===== src/rtl/layer_loader.sv =====
// Copies one layer's activations into the input buffer per load_en request; N+2 cycles to load_done (optional argmax: LAYER_LOADER_ARGMAX_EN).
// Dropping load_en mid-load aborts cleanly; a level-held load_en is ignored until it falls after load_done.
module layer_loader #(
    parameter int NO_HL  = 2,
    parameter int NO_NIL = 784,
    parameter int NO_NHL = 28,
    parameter int NO_NOL = 10,
    parameter int DATA_W = 8,
    parameter int ADDR_W = 11
) (
    input  logic                       clk,
    input  logic                       rst,
    input  logic                       start,
    input  logic                       load_en,
    output logic                       load_done,
    output logic [$clog2(NO_NHL)-1:0]  act_raddr,
    input  logic [DATA_W-1:0]          act_rdata,
    output logic                       buf_we,
    output logic [ADDR_W-1:0]          buf_waddr,
    output logic [DATA_W-1:0]          buf_wdata,
    output logic [$clog2(NO_HL+1)-1:0] layer,
    output logic [$clog2(NO_NOL)-1:0]  pred_class,
    output logic                       pred_valid
);

    localparam int K_W = $clog2(NO_NHL);
    localparam int L_W = $clog2(NO_HL + 1);
    localparam int P_W = $clog2(NO_NOL);

    typedef enum logic [2:0] {S_IDLE, S_READ, S_DRAIN, S_DONE, S_WAIT} state_t;

    state_t             state, state_nxt;
    logic [K_W-1:0]     k, k_last;
    logic [ADDR_W-1:0]  base;
    logic               out_layer;
    logic               k_clr, k_inc, wr_issue, layer_adv;

    always_comb begin
        out_layer = (layer == L_W'(NO_HL));
        k_last    = out_layer ? K_W'(NO_NOL - 1) : K_W'(NO_NHL - 1);
        base      = ADDR_W'(NO_NIL + int'(layer) * NO_NHL);
    end

    always_ff @(posedge clk or posedge rst) begin
        if (rst) state <= S_IDLE;
        else     state <= state_nxt;
    end

    always_comb begin
        state_nxt = state;
        k_clr     = 1'b0;
        k_inc     = 1'b0;
        wr_issue  = 1'b0;
        layer_adv = 1'b0;
        load_done = 1'b0;
        case (state)
            S_IDLE: begin
                if (load_en) begin
                    state_nxt = S_READ;
                    k_clr     = 1'b1;
                end
            end
            S_READ: begin
                if (!load_en) begin
                    state_nxt = S_IDLE;
                end else begin
                    wr_issue = 1'b1;
                    if (k == k_last) state_nxt = S_DRAIN;
                    else             k_inc     = 1'b1;
                end
            end
            S_DRAIN: state_nxt = load_en ? S_DONE : S_IDLE;
            S_DONE: begin
                load_done = 1'b1;
                layer_adv = 1'b1;
                state_nxt = S_WAIT;
            end
            S_WAIT: begin
                if (!load_en) state_nxt = S_IDLE;
            end
            default: state_nxt = S_IDLE;
        endcase
        // start pre-empts everything, including a DONE-cycle layer advance
        if (start) begin
            state_nxt = S_IDLE;
            k_clr     = 1'b0;
            k_inc     = 1'b0;
            wr_issue  = 1'b0;
            layer_adv = 1'b0;
        end
    end

    always_ff @(posedge clk or posedge rst) begin
        if (rst) begin
            k         <= '0;
            buf_we    <= 1'b0;
            buf_waddr <= '0;
            layer     <= '0;
        end else begin
            if (k_clr)      k <= '0;
            else if (k_inc) k <= k + 1'b1;
            buf_we <= wr_issue;
            if (wr_issue) buf_waddr <= base + ADDR_W'(k);
            if (start)          layer <= '0;
            else if (layer_adv) layer <= out_layer ? '0 : layer + 1'b1;
        end
    end

    // Read data returns one cycle after the index, aligned with the registered write stage.
    assign act_raddr = k;
    assign buf_wdata = buf_we ? act_rdata : '0;

`ifdef LAYER_LOADER_ARGMAX_EN
    logic [K_W-1:0]            wr_k, max_idx, arg_nxt;
    logic signed [DATA_W-1:0]  max_val;
    logic                      take;

    always_comb begin
        take    = (wr_k == '0) || ($signed(buf_wdata) > max_val);
        arg_nxt = take ? wr_k : max_idx;
    end

    always_ff @(posedge clk or posedge rst) begin
        if (rst) begin
            wr_k       <= '0;
            max_idx    <= '0;
            max_val    <= '0;
            pred_class <= '0;
            pred_valid <= 1'b0;
        end else begin
            pred_valid <= 1'b0;
            if (wr_issue) wr_k <= k;
            if (buf_we && out_layer && take) begin
                max_val <= $signed(buf_wdata);
                max_idx <= wr_k;
            end
            // Final element is still in flight during DRAIN, so fold it in here.
            if (state == S_DRAIN && state_nxt == S_DONE && out_layer) begin
                pred_class <= P_W'(arg_nxt);
                pred_valid <= 1'b1;
            end
        end
    end
`else
    assign pred_class = '0;
    assign pred_valid = 1'b0;
`endif

endmodule

===== config.mk =====
export PLATFORM = sky130hd
export DESIGN_NAME = layer_loader
export DESIGN_NICKNAME = d
export VERILOG_FILES = /design/src/rtl/layer_loader.sv
export SDC_FILE = /design/constraint.sdc
export NUM_CORES = 1
export LEC_CHECK = 0
export ABC_AREA = 0
export CORE_MARGIN = 5
export CORE_UTILIZATION = 40
export CTS_BUF_LIST = sky130_fd_sc_hd__clkbuf_8 sky130_fd_sc_hd__clkbuf_16
export DETAILED_ROUTE_END_ITERATION = 10
export GPL_ROUTABILITY_DRIVEN = 0
export PLACE_DENSITY_LB_ADDON = 0.08
export SLEW_MARGIN = 20
export SYNTH_ARGS = -nofsm -noshare
export SYNTH_HDL_FRONTEND = slang
export SYNTH_SLANG_ARGS = --single-unit

===== constraint.sdc =====
create_clock -name clk -period 2 [get_ports clk]
set_input_delay 0.5 -clock clk [delete_from_list [all_inputs] [get_ports clk]]
set_output_delay 0.5 -clock clk [all_outputs]
set_load 0.005 [all_outputs]

==> out/qor.yml <==
track_usage: 0.1460
status: "complete, no violations"
placed_cell_area_um2: 1735
r2r-end: "buf_waddr[7]$_DFFE_PP0P_"
first_pass_iters: 4
syn_avg_cell_area_um2: 9.711
swShare: 0.2332
setup_viol: 0
fin_crit_sh: 0.9740
vias: 1018
rsz0062_at_grt: "yes"
cts_tree: "yes"
p_comb_frac: 0.149
viasPerCell: 4.524
whs_path_depth: 2
post-place-ws_ns: -0.08722
clkTransAtPathRegs_ns: 0.08
layout_common_cells: "clkdlybuf4s50_1 (30), dfrtp_1 (19), nand2_1 (16), buf_4 (12)"
mostFrequentLayoutCell: "clkdlybuf4s50_1"
die_w_um: 66.18
grt_pass1_wl_um: 4850
whs_ns: 0.4894
yosysUniqueCellTypes: 35
r2r.worst_path.cells: 9
seq_area_frac_synth: 0.3964
cp-start-kind: "register"
syn_area_um2: 1262
fmax_mhz: 513.3
drt_iter0_drc: 24
fillCellCount: 286
yosysWarnings: 0
dp_hpwl_um: 2295
antenna_found_initial: 0
slew_viol_final: 0
skew_ns: 0.006938
stdcell_area_um2: 1826
r2r-start: "layer[0]$_DFFE_PP0P_"
fin_cells: 225
hold_viol: 0
drcViolationCount: 0
initial_utilization: 0.4135
worstPathArrival_ns: 2.10
holdPathEnd: "buf_waddr[2]$_DFFE_PP0P_"
p_switching_mw: 0.2086
seqPwrFrac: 0.500
power.internal_mw: 0.6858
htreeDepth: 1
cts_root_buffer: "clkbuf_8"
r2r_slack_ns: 0.05
port_buffers: 38
crit_path_max_incr_delay_ns: 0.41
power_leakage_nw: 0.8742
placed_cells: 219
die-area_um2: 4380
clkSinkCount: 20
fin_ws_ns: 0.05190
design.core.area_um2: 3053
netlist_instances: 130
globalRouteOverflowTotal: 0
row_count: 20
cts_buffer_depth: 2
die_h_um: 66.18
path_class: "register to register"
pwr_density_cell_nw_per_um2: 489.9
clkPwrFrac: 0.351
cp.required_ns: 2.15
cpMaxStageDelayCell: "dfrtp_2"
synth_seq_cells: 20
ios: 45
cp-end-kind: "register"
grt_pass1_vias: 1045
wl_per_cell_um: 12.80
min_path_type: "register to register"
grt_max_degree: 21
peakVddDrop_v: 0.0002538
antenna_left: 0
layout-drive-gt1-share: 0.1878
antenna_cells: 0
wl_um: 2879
crit_fanout: 2
post-route-min-period_ns: 1.948
crit_path_cell_trace: "inv_2 > ha_4 > ha_1 > ha_1 > inv_1 > fa_2 > inv_1 > a221oi_1 > nor2_1"
clk_latency_ns: 0.26
tritoncts.num_buffers: 3
area_delta_synth_final_pct: 44.60
holdCritStartpoint: "buf_waddr[2]$_DFFE_PP0P_"
nets: 208
cap_viol_max_count: 0
cells by family after synthesis:
kind of cell,after synthesis,share of synthesized area
simple gates,56,0.2478
other cells,1,0.002970
fa+ha+maj,14,0.1447
xor+xnor,5,0.03469
buf+inv,18,0.07531
flops,20,0.3964
compound gates,14,0.08226
mux,2,0.01586
synthesized netlist by cell type (all sizes together):
master | number | area (um2)
nor3 | 4 | 35.03
inv | 10 | 37.53
nor2 | 11 | 43.80
nand2 | 17 | 66.32
or3 | 1 | 6.260
nor2b | 1 | 6.260
xor2 | 1 | 8.760
o21ai | 3 | 15.01
conb | 1 | 3.750
fa | 1 | 20.02
a211oi | 1 | 12.51
nor3b | 2 | 20.02
nand3 | 4 | 20.02
buf | 8 | 57.55
nand2b | 2 | 12.51
mux2i | 2 | 20.02
and2b | 1 | 7.510
a221oi | 1 | 8.760
or3b | 2 | 22.52
and2 | 8 | 50.05
nand3b | 3 | 22.52
o21a | 2 | 15.01
ha | 13 | 162.7
xnor2 | 4 | 35.03
o21bai | 1 | 7.510
dfrtp | 20 | 500.5
a2bb2oi | 1 | 8.760
a21oi | 5 | 36.29
worst max-delay path, delay by kind of cell, from the launching register on:
family / cells / cell delay [ns]
compound gates: 1 / 0.26
fa+ha+maj: 4 / 0.89
buf+inv: 3 / 0.21
flops: 1 / 0.41
simple gates: 1 / 0.07
state kept, by name, indices dropped and copies added, names as in the netlist:
| name | count |
|---|---|
| act_raddr | 5 |
| buf_waddr | 9 |
| buf_we | 1 |
| layer | 2 |
| state | 3 |
power by group through the flow:
stage	registers (mW)	clock network [mW]	logic, mW
4_1_cts	0.448	0.320	0.136
3_5_place_dp	0.456	0	0.138
6_report	0.447	0.313	0.134
2_1_floorplan	0.455	0	0.0572
3_3_place_gp	0.454	0	0.136
5_1_grt	0.453	0.348	0.149
per-layer routing:
| metal | vias up | track usage | routed length [um] |
|---|---|---|---|
| met1 | 478 | 0.1616 | 1115 |
| met2 | 19 | 0.2701 | 1615 |
| met5 | - | 0 | 0 |
| met4 | 0 | 0.06853 | 59 |
| li1 | 514 | - | - |
| met3 | 7 | 0.02041 | 88 |
through the flow:
step	power [mW]	TNS (ns)	utilization
2_1_floorplan	0.5117	0	-
3_3_place_gp	0.5896	-0.4896	0.5684
3_5_place_dp	0.5943	-0.6148	0.5684
4_1_cts	0.9042	0	0.5832
5_1_grt	0.9499	-0.03421	0.5980
6_report	0.8944	0	0.5980
how the worst max path moves through the flow:
stage,start,to,cells past startpoint
6_report,layer[0]$_DFFE_PP0P_,buf_waddr[7]$_DFFE_PP0P_,9
3_3_place_gp,act_rdata[0],buf_wdata[0],3
3_5_place_dp,act_rdata[0],buf_wdata[0],3
5_1_grt,layer[0]$_DFFE_PP0P_,buf_waddr[7]$_DFFE_PP0P_,9
4_1_cts,layer[0]$_DFFE_PP0P_,buf_waddr[7]$_DFFE_PP0P_,9
2_1_floorplan,layer[1]$_DFFE_PP0P_,buf_waddr[5]$_DFFE_PP0P_,8
timing repair:
action | 4_1_cts | 5_1_grt
hold buffers | 0 | 0
setup endpoints to repair | 8 | 5
pin swaps | 0 | 1
resized for setup | 8 | 6
buffers inserted | 0 | 2
area by class of cell:
| class | instances | area, um2 | area share |
|---|---|---|---|
| Multi-Input combinational cell | 97 | 715.7 | 0.3920 |
| Sequential cell | 20 | 501.7 | 0.2748 |
| Timing Repair Buffer | 50 | 460.4 | 0.2522 |
| Clock buffer | 4 | 55.05 | 0.03016 |
| Tap cell | 44 | 55.05 | 0.03016 |
| Inverter | 10 | 37.54 | 0.02056 |
Note: power is estimated with default switching activity, not from simulation.
